[config.mk]
export PLATFORM = sky130hd
export DESIGN_NAME = inst_fetch
export DESIGN_NICKNAME = d
export VERILOG_FILES = /design/src/rtl/inst_fetch.sv
export SDC_FILE = /design/constraint.sdc
export NUM_CORES = 1
export LEC_CHECK = 0
export BUFFER_PORTS_ARGS = -buffer_cell sky130_fd_sc_hd__buf_2
export CORE_ASPECT_RATIO = 0.6
export CORE_MARGIN = 2
export CORE_UTILIZATION = 57
export CTS_BUF_LIST = sky130_fd_sc_hd__clkbuf_8
export DETAILED_ROUTE_END_ITERATION = 8
export PLACE_DENSITY = 0.82
export RECOVER_POWER = 25
export SLEW_MARGIN = 25
export SYNTH_ARGS = -nofsm -noshare
export SYNTH_HDL_FRONTEND = slang
export SYNTH_SLANG_ARGS = --single-unit
[constraint.sdc]
create_clock -name clk -period 4.8 [get_ports clk]
set_input_delay 0.96 -clock clk [delete_from_list [all_inputs] [get_ports clk]]
set_output_delay 0.96 -clock clk [all_outputs]
set_load 0.005 [all_outputs]
[src/rtl/inst_fetch.sv]
// inst_fetch: instruction fetch stage in front of the decoder.
// Owns the PC and issues word reads to a fixed-latency instruction BRAM.
// Returned words are queued with their PCs in a small FIFO and handed to
// decode through a valid/ready handshake. Execute-stage redirects flush the
// pipe. A misaligned redirect target raises a sticky fault that halts fetch
// until reset.
//
// Ports
//   clk, rstn        clock, synchronous active-low reset
//   imem_en          BRAM read request (combinational, 0 while rstn=0)
//   imem_addr        BRAM word address = pc_q[IMEM_ADDR_W+1:2]
//   imem_rdata       BRAM data, MEM_LATENCY cycles after the request
//   redirect_valid   execute requests a new PC (redirect_pc)
//   out_valid/ready  handshake towards decode; out_inst/out_pc at FIFO head
//   fault            sticky misaligned-redirect flag
module inst_fetch #(
   parameter logic [31:0] RESET_PC    = 32'h0000_0000,
   parameter int          MEM_LATENCY = 1,
   parameter int          IMEM_ADDR_W = 15
) (
   input  logic                   clk,
   input  logic                   rstn,
   output logic                   imem_en,
   output logic [IMEM_ADDR_W-1:0] imem_addr,
   input  logic [31:0]            imem_rdata,
   input  logic                   redirect_valid,
   input  logic [31:0]            redirect_pc,
   output logic                   out_valid,
   input  logic                   out_ready,
   output logic [31:0]            out_inst,
   output logic [31:0]            out_pc,
   output logic                   fault
);

   localparam int DEPTH = MEM_LATENCY + 1;
   localparam int PTR_W = $clog2(DEPTH);
   // Wide enough to hold count + inflight (at most 2*DEPTH).
   localparam int CNT_W = $clog2(DEPTH + 1) + 1;
   localparam logic [PTR_W-1:0] LAST_PTR = PTR_W'(DEPTH - 1);
   localparam logic [CNT_W-1:0] DEPTH_C  = CNT_W'(DEPTH);

   typedef struct packed {
      logic [31:0] inst;
      logic [31:0] pc;
   } fetch_entry_t;

   logic [31:0]                  pc_q;
   logic [MEM_LATENCY-1:0]       vld_pipe;
   logic [MEM_LATENCY-1:0][31:0] pc_pipe;
   fetch_entry_t                 fifo_mem [DEPTH];
   logic [PTR_W-1:0]             rd_ptr, wr_ptr;
   logic [CNT_W-1:0]             count, inflight;
   logic                         fault_q;
   logic                         issue, push, pop, flush;

   always_comb begin
      inflight = '0;
      for (int i = 0; i < MEM_LATENCY; i++)
         inflight = inflight + CNT_W'(vld_pipe[i]);
   end

   assign out_valid = (count != '0);
   assign pop       = out_valid && out_ready;
   assign push      = vld_pipe[MEM_LATENCY-1];
   // Once faulted, redirects are ignored entirely.
   assign flush     = redirect_valid && !fault_q;

   // Credit rule: every in-flight request already owns a FIFO slot, and a
   // pop in this cycle frees one for the request issued now.
   assign issue = rstn && !fault_q && !redirect_valid &&
                  (((count + inflight) < DEPTH_C) || pop);

   assign imem_en   = issue;
   assign imem_addr = pc_q[IMEM_ADDR_W+1:2];
   assign out_inst  = out_valid ? fifo_mem[rd_ptr].inst : 32'h0;
   assign out_pc    = out_valid ? fifo_mem[rd_ptr].pc   : 32'h0;
   assign fault     = fault_q;

   always_ff @(posedge clk) begin
      if (!rstn) begin
         pc_q     <= RESET_PC;
         vld_pipe <= '0;
         rd_ptr   <= '0;
         wr_ptr   <= '0;
         count    <= '0;
         fault_q  <= 1'b0;
      end else if (flush) begin
         // Killed tags are dropped, so their returning data never enqueues.
         pc_q     <= redirect_pc;
         vld_pipe <= '0;
         rd_ptr   <= '0;
         wr_ptr   <= '0;
         count    <= '0;
         if (redirect_pc[1:0] != 2'b00)
            fault_q <= 1'b1;
      end else begin
         if (issue)
            pc_q <= pc_q + 32'd4;
         for (int i = MEM_LATENCY - 1; i > 0; i--)
            vld_pipe[i] <= vld_pipe[i-1];
         vld_pipe[0] <= issue;
         if (push)
            wr_ptr <= (wr_ptr == LAST_PTR) ? '0 : wr_ptr + PTR_W'(1);
         if (pop)
            rd_ptr <= (rd_ptr == LAST_PTR) ? '0 : rd_ptr + PTR_W'(1);
         case ({push, pop})
            2'b10:   count <= count + CNT_W'(1);
            2'b01:   count <= count - CNT_W'(1);
            default: count <= count;
         endcase
      end
   end

   // Datapath storage: contents are qualified by vld_pipe / count.
   always_ff @(posedge clk) begin
      for (int i = MEM_LATENCY - 1; i > 0; i--)
         pc_pipe[i] <= pc_pipe[i-1];
      pc_pipe[0] <= pc_q;
      if (push)
         fifo_mem[wr_ptr] <= '{inst: imem_rdata, pc: pc_pipe[MEM_LATENCY-1]};
   end

endmodule
After elaboration in Yosys (flattened, before gate mapping)
Memories as Yosys holds them, arrays and structs flattened. A register that Yosys moved wholly into a read port is not among the register bits.
Cells that the tools add are included.
W data, S select, Z words.
{"block": "totals", "regBits": 71, "mem_bits_rw": 128, "word_cells": 43, "output_inout_bits": 82, "mem_count": 1}
{"memory": "fifo_mem", "words": 2, "width": 64, "read_ports": 1, "rd_ports_with_merged_regs": 1, "wr": 1, "line": "50", "text": "fetch_entry_t fifo_mem [DEPTH];"}
{"block": "op_classes", "n_reduce_logical": 14, "add_sub_neg": 6, "order_cmp": 1, "n_mux": 11, "eq_ne": 2, "n_bitwise": 1}
{"op": "$mux W32", "count": 4}
{"op": "$add A32 B3 Y32 const B", "count": 1}
{"op": "$mux W1", "count": 6}
{"op": "$pmux W3 S2", "count": 1}
{"op": "$reduce_bool A2 Y1", "count": 3}
{"op": "$logic_and A1 B1 Y1", "count": 5}
{"op": "$add A3 B1 Y3", "count": 1}
{"op": "$add A3 B1 Y3 const B", "count": 1}
{"op": "$lt A3 B2 Y1 const B", "count": 1}
{"op": "$reduce_bool A3 Y1", "count": 1}
{"op": "$sub A3 B1 Y3 const B", "count": 1}
{"op": "$add A1 B1 Y1 const B", "count": 2}
{"op": "$eq A2 B1 Y1 const B", "count": 1}
{"op": "$eq A2 B2 Y1 const B", "count": 1}
{"op": "$logic_not A1 Y1", "count": 2}
{"op": "$reduce_and A2 Y1", "count": 1}
{"op": "$reduce_or A2 Y1", "count": 1}
{"op": "$logic_or A1 B1 Y1", "count": 1}
{"op": "$not A1 Y1", "count": 1}

Longest topological paths before layout
Gate-level depths: netlist (run 1).
{"block": "depth", "depth_word": 6, "ltp_mapped": 9, "ltp_nobuf": 8}

Least setup slack after synthesis (run 1)
OpenSTA, ideal clock, no wires.
{"block": "synth_path", "path_kind": "flip-flop to flip-flop", "start": "register vld_pipe, in the netlist push", "end": "memory fifo_mem[0][0] in the netlist's numbering, enable pin", "path_slack_ns": 1.223, "n_path_buf": 0, "required_time_ns": 4.314, "path_stages_with_launch": 3, "arrival_ns": 3.090, "cell_sequence": "dfxtp_1 inv_1 nor2_1"}
{"block": "synth_via", "elab_chain_len": 2}
{"element": "from (decl)", "line": "48", "text": "logic [MEM_LATENCY-1:0] vld_pipe;"}
{"element": "from (signal, indexed assignment)", "line": "100", "text": "vld_pipe[i] <= vld_pipe[i-1];"}
{"element": "$mux W1", "line": "119", "text": "if (push)"}
{"element": "$mux W1 (implied by the code)", "line": "120", "text": "fifo_mem[wr_ptr] <= '{inst: imem_rdata, pc: pc_pipe[MEM_LATENCY-1]};"}
{"element": "to (decl)", "line": "50"}
Every way passes these cells.

==> run summary, run 1 <==
Counting the buffers created by CTS gives 17. The shortest clock period the worst path allows after layout is 3.26 ns. Summed over all cells, the static leakage comes to 3.29 nW. For the clock latency on the worst-skew pair, the log shows 0.45 ns.

Counting along the longest clock path gives a buffer depth of 2. For the number of search-and-repair iterations in the first detailed-routing pass, the log shows 5. The total placed cells including tap cells is 859, and the half-perimeter wire length after detailed placement is 10.3 mm. Measured in cells, the most critical reg-to-reg path has a length of 9. Buffers inserted to repair hold after CTS numbered 0. In this run the horizontal extent of the chip is 154 µm. The worst register-to-register path ends at pc_q[18]. The number of antenna violations at the first check in global routing was 1; the count of nets left with antenna violations after detail routing was 0. The top cell types in the final layout, fill and taps aside, are buf_2, edfxtp_1, nor2_1.

The maximum ir drop on the vdd rail was 223 µV. Number of nets in the final layout: 780. Per report_power, the sequential group accounts for 58.2% of the total. The sink count of the clock tree is 200, and the initial core utilization is 59.1%.

At the pin with the least slew margin, the transition time is 0.941 ns. The fraction of registers with async set/reset is 0%. The first-iteration detailed-routing DRC count is 373. Dividing the detail-routed wire length by the instance count gives 17.5 µm. The via count normalized by instance count came out at 5.47.

The headroom to the max-slew limit was 37.3%; the highest net fanout along the worst path was 47. The run gives 891 as the filler-free cell count of the finished design. Critical path's slowest cell: dfxtp_4.

The average instance in the mapped netlist occupies 13.3 µm². The clock network is responsible for 32.9% of the overall power. The post-route clock skew came out at 0.0155 ns. During I/O placement, the number of pins put on the boundary was 150. Traced cell by cell, the critical path runs through buf_4, mux2i_1, nor2_1, buf_2. The post-route netlist has 27.0% of its cells at a drive strength greater than 1. The tools report the maximum number of pins on one net before global-route repair as 65.

The worst setup path is captured at an output port. The number of different library cells used by synthesis comes to 39. The synthesis-to-layout area growth is 15.9%, and the quantity of gates resized following cts is 0. The logs give 0.00259 W for the internal power component and 0 for the residual overflow from global routing. In this design, the stage delay of the slowest critical-path cell is 0.93 ns.

The synthesized netlist occupies a cell area of 7690 µm². The count of port buffers added during placement came out at 149. The number of synthesized flops with an enable pin came out at 128. After clock tree synthesis, the setup repair step added 0 buffers.

The placer congestion estimate was 0.853; the portion of the clock cycle consumed by the worst path in the final layout was 67.9%. The most critical setup path has its endpoint at out_pc[11]. During synthesis, Yosys emitted a total of 0 warnings.

Leaving out fill and tap cells, the most frequent cell in the layout is buf_2. For the worst setup path, the data required time is 3.84 ns. The tools report the switching power of the nets as 0.000840 W. The critical path arrival is 2.30 ns.

The worst register-to-register path has a setup slack of 1.85 ns. The final non-filler cell area is 8910 µm². In the routed design, unresolved DRC markers number 0. In this run switching power makes up 24.5% of total power.

The floorplan step defined a die boundary enclosing 14500 µm². Setup violations remaining at the end of the flow were counted as 0. 0 antenna diodes ended up in the layout. The clock slew at the register clock pins of the worst setup and hold paths works out to 0.10 ns. CTS built an H-tree with a depth of 4. Critical path class: flop to output port. Area of the core: 13000 µm². In this run the clock root is driven by a clkbuf_8. In this run, the combinational gates consume 8.9% of the power. Setup repair after global routing left no endpoint under its margin. The number of instances in the synthesized netlist was 578.

The completed layout was analyzed and its total power is 0.00343 W. The worst register-to-register path begins at count[0]. The number of pins with negative max-slew slack in the final report came out at 0.

Dominant synthesized flop cell: edfxtp_1. Cell area reported after detailed placement: 8480 µm². The first global-routing pass estimated 24.8 mm of wire.

The areal power density over the cells was 385 nW/µm²; the number of standard-cell rows in the floorplan was 32. TritonCTS built the clock tree. Max-cap violations in this run came to 0.

The number of nets produced by synthesis was 650; the via count of the routed design was 4876. Counting the fill cells in the layout gives 947. The die outline height is 94.0 µm, and the final hold violation count is 0. Summed over all layers, the routed wires come to 15.6 mm. Summing the sequential cell areas from Yosys gives 68.8% of the chip area. The tools report the category of the worst setup path launch point as a flop. Global routing used 22.6% of the available tracks. The via count of the first global-routing pass came out at 4883. The type of the most critical hold path was flop to flop.

The flow ran to the end, and the final reports show no timing, DRC or antenna violations. Timing would allow up to 307 MHz. Synthesis inferred 200 register bits.

Adding up every negative setup slack in the final design gives 0 ns.
registers in the layout, summed over array words and instances (netlist names), named ones only:
signal / flops
rd_ptr: 1
fault: 1
fifo_mem: 128
wr_ptr: 1
pc_pipe: 32
count: 3
push: 1
pc_q: 32
per-stage QoR:
step | hold slack, ns | setup slack [ns] | util [%]
6_report | 0.368 | 1.54 | 68.4
5_1_grt | 0.367 | 1.35 | 68.4
4_1_cts | 0.367 | 1.48 | 68.4
3_5_place_dp | 0.352 | 1.41 | 65.2
3_3_place_gp | 0.341 | 1.53 | 65.2
2_1_floorplan | 0.331 | 1.22 | -
final cells by class:
| class | count | area, µm² | area share [%] |
|---|---|---|---|
| Clock buffer | 17 | 234 | 2.63 |
| Clock inverter | 15 | 191 | 2.15 |
| Inverter | 9 | 33.8 | 0.379 |
| Multi-Input combinational cell | 325 | 2150 | 24.2 |
| Sequential cell | 200 | 5290 | 59.4 |
| Tap cell | 170 | 213 | 2.39 |
| Timing Repair Buffer | 155 | 791 | 8.88 |
worst max-delay path: cells and delay by family, from the launching register on:
family                 cells  cell delay (ns)
buffers and inverters      2             0.59
muxes                      1             0.26
DFF                        1             0.93
and+or+nand+nor            1             0.06
how the worst min path moves through the flow:
stage               startpoint          to  slack, ns  cells past startpoint
floorplan              pc_q[0]  pc_pipe[0]       0.33                      0
global placement       pc_q[1]  pc_pipe[1]       0.34                      0
detailed placement     pc_q[1]  pc_pipe[1]       0.35                      0
CTS                    pc_q[1]  pc_pipe[1]       0.37                      0
global route           pc_q[1]  pc_pipe[1]       0.37                      0
finish                 pc_q[0]  pc_pipe[0]       0.37                      0
metal layers:
metal	wire length, µm	GRT usage (%)	vias up
li1	-	-	2333
met1	7090	31.4	2338
met2	7170	34.7	186
met4	205	7.87	2
met5	13	0	-
met3	1150	6.09	17
cell usage after synthesis (2+ instances only):
cell      number  share of area [%]
nor3_1         4               0.26
nand3_1        6               0.39
nand4_1        8               0.65
buf_2          2               0.13
a211oi_1       4               0.39
edfxtp_1     128                 50
a21oi_1       30                2.0
mux2i_1       66                8.6
buf_1          5               0.24
nand2_1       24                1.2
xor2_1         3               0.34
clkbuf_1      20               0.98
o21ai_0       24                1.6
dfxtp_1       72                 19
and2_1         4               0.33
nor4_1        15                1.2
buf_4         16                1.6
xnor2_1       29                3.3
nor2b_1        2               0.16
nor2_1        81                4.0
inv_1          8               0.39
nor3b_1        2               0.20
ha_1           3               0.49
and4_1         4               0.46
and3_1         4               0.33
cell families (layout without fill, tap and decap cells):
logic type,after synthesis,after routing,synth area share [%]
AND/OR/NAND/NOR,160,160,10.3
flip-flops,200,200,68.8
adder cells (fa/ha/maj),4,4,0.749
multiplexers,67,67,8.74
buffers and inverters,53,196,3.50
XOR/XNOR,32,32,3.65
AO/OA/AOI/OAI,62,62,4.33
power by group through the flow:
stage               sequential (W)  clock [W]  combinational, W
finish                     0.00200    0.00113          0.000306
global route               0.00201    0.00122          0.000342
CTS                        0.00200    0.00115          0.000309
detailed placement         0.00204          0          0.000307
global placement           0.00203          0          0.000297
floorplan                  0.00201          0          0.000200
Power figures use the tool's default switching activity.
==> inputs of run 2 (changes only) <==
clock period = 3.4 ns   (was 4.8 ns; I/O delays follow)
==> run 2 against run 1 <==
Setup slack got worse by 1.1 ns. Cell area fell by 0.32%. Register-to-register slack got worse by 1.3 ns. Global-route usage fell by 0.43 points. Critical path depth rose by 3.
==> run summary, run 2 (synthesized netlist as in run 1, its figures left out) <==
The flow ran to the end, and the final reports show no timing, DRC or antenna violations. The tools report the count of nets left with antenna violations after detail routing as 0 (unchanged). The via count of the first global-routing pass came out at 4833 (was 4883). The final hold violation count was 0 (unchanged). The logs give 0 ns (unchanged) for the final sum of negative setup slack and 0.60 ns (was 1.85 ns) for the reg2reg setup slack.

The register bank with the most flops was fifo_mem (unchanged). The count of port buffers added during placement works out to 149 (unchanged). The die outline height was 94.0 µm (unchanged); the die width was 154 µm (unchanged). The tools report the maximum number of pins on one net before global-route repair as 66 (was 65).

The logs give 0 (unchanged) for the number of violations of the max-capacitance limit and 38.3% (was 37.3%) for the headroom to the max-slew limit. The type of the most critical hold path is flop to flop (unchanged). The via count normalized by instance count was 5.50 (was 5.47). The worst path uses 88.5% of the clock period.

The number of flip-flops under the largest register name came out at 128 (unchanged). The run gives 17 (unchanged) as the number of buffers added by the clock tree synthesis step. Maximum ir drop on the vdd rail: 303 µV (was 223 µV). The post-route clock skew was 0.0191 ns (was 0.0155 ns); the via count of the routed design was 4919 (was 4876).

The tools report the footprint of the flip-flops and latches as 5290 µm² (unchanged). The full die area was 14500 µm² (unchanged); the buffer levels on the longest clock path was 2 (unchanged). Number of nets in the final layout: 782 (was 780). The sink count of the clock tree was 200 (unchanged).

The tools report the capturing element type of the critical path as an output port (unchanged). The initial core utilization is 59.1% (unchanged). The highest net fanout along the worst path works out to 14 (was 47). The tools report the residual overflow from global routing as 0 (unchanged).

The total number of H-tree levels came out at 4 (unchanged). The wire length of the first global-routing pass came out at 24.4 mm (was 24.8 mm). The tools report the area of the core as 13000 µm² (unchanged). Category of the worst setup path launch point: a flop (unchanged).

For the number of inserted filler cells in the final layout, the log shows 965 (was 947). TritonCTS built the clock tree. The areal power density over the cells is 526 nW/µm² (was 385 nW/µm²), and the number of failing setup endpoints in the final timing report is 0 (unchanged). The logs give 3.23 nW (was 3.29 nW) for the static leakage and 15.8 mm (was 15.6 mm) for the total wire length. The tools report the number of search-and-repair iterations in the first detailed-routing pass as 5 (unchanged). Largest registers in the final layout: fifo_mem x128, pc_pipe x32, pc_q x32 (unchanged). The synthesis-to-layout area growth was 15.5% (was 15.9%); the post-cts hold buffer count was 0 (unchanged). The critical path class is flop to output port (unchanged). The placer congestion estimate came out at 0.882 (was 0.853). Setup repair after global routing left no endpoint under its margin. Combined global-route utilization of all metal layers: 22.1% (was 22.6%). The first-iteration detailed-routing DRC count is 456 (was 373), and the quantity of gates resized following cts is 0 (unchanged). The logs give 150 (unchanged) for the I/O pin count and 0.44 ns (was 0.45 ns) for the clock latency on the worst-skew pair. The tools report the post-route core utilization as 68.2% (was 68.4%).

The critical path arrival was 2.33 ns (was 2.30 ns); the number of remaining DRC errors was 0 (unchanged). The clock slew at the register clock pins of the worst setup and hold paths came out at 0.10 ns (about the same). The shortest clock period the worst path allows after layout was 3.01 ns; the number of standard-cell rows in the floorplan was 32 (unchanged).

For the maximum clock frequency, the log shows 333 MHz. The root buffer cell is clkbuf_8 (unchanged). The tools report the total setup buffers inserted after CTS as 0 (unchanged).

The half-perimeter wire length after detailed placement is 10.7 mm (was 10.3 mm), and the total chip power is 0.00467 W (was 0.00343 W). The worst hold margin came out at 0.367 ns (was 0.368 ns). The most common cell after layout, fill and taps aside is buf_2 (unchanged). The share of post-route cells with drive strength above 1 was 25.4% (was 27.0%); the average wire length per cell after detail routing was 17.7 µm (was 17.5 µm). The critical path data required time was 2.72 ns (was 3.84 ns). The slew at the pin closest to its max-slew limit is 0.926 ns (was 0.941 ns), and the number of pins with negative max-slew slack in the final report is 0 (unchanged).

The area of the multi-input gates came out at 2150 µm² (unchanged). Highest-count cells in the layout ignoring fill and taps: buf_2, edfxtp_1, nor2_1 (unchanged). The tools report the number of antenna violations at the first check in global routing as 2 (was 1).
[run 2: worst paths after layout]
kind / to / start / cells past startpoint
max: imem_en / count[0] / 7
min: pc_pipe[1] / pc_q[1] / 0
max reg2reg: pc_q[18] / count[0] / 8
min reg2reg: pc_pipe[1] / pc_q[1] / 0
[run 2: worst max-delay path, stage by stage (launching register included)]
cell and delay [ns]:
dfxtp_1 0.43, inv_1 0.11, nor2_1 0.12, ha_1 0.23, or4b_1 0.48, a2bb2oi_2 0.27
inv_1 0.12, buf_2 0.12
[run 2: layout make-up]
class	instances	area share, %
Sequential cell	200	59.6
Multi-Input combinational cell	325	24.3
Timing Repair Buffer	157	9.18
Clock buffer	17	2.64
Tap cell	170	2.40
Clock inverter	15	1.54
Inverter	9	0.381
Antenna cell	1	0.0282
[run 2: through the flow]
stage | setup WS [ns] | instances | cell area [µm²]
after global routing | 0.285 | 893 | 8870
after floorplan | 0.905 | 578 | 7690
after detailed placement | 0.640 | 861 | 8520
final | 0.393 | 894 | 8880
after global placement | 0.758 | 861 | 8520
after CTS | 0.388 | 893 | 8890
[run 2: where the power goes]
| group | internal [W] | total, W | switching, W |
|---|---|---|---|
| Sequential | 0.00272 | 0.00282 | 0.0000919 |
| Clock | 0.000538 | 0.00141 | 0.000869 |
| Combinational | 0.000189 | 0.000444 | 0.000254 |
[run 2: routing by layer]
metal  up-vias  GRT usage, %  routed length (µm)
met4         2          6.78                 159
li1       2339             -                   -
met1      2363          30.9                7280
met2       198          34.6                7220
met3        17          5.77                1140
met5         -             0                  13
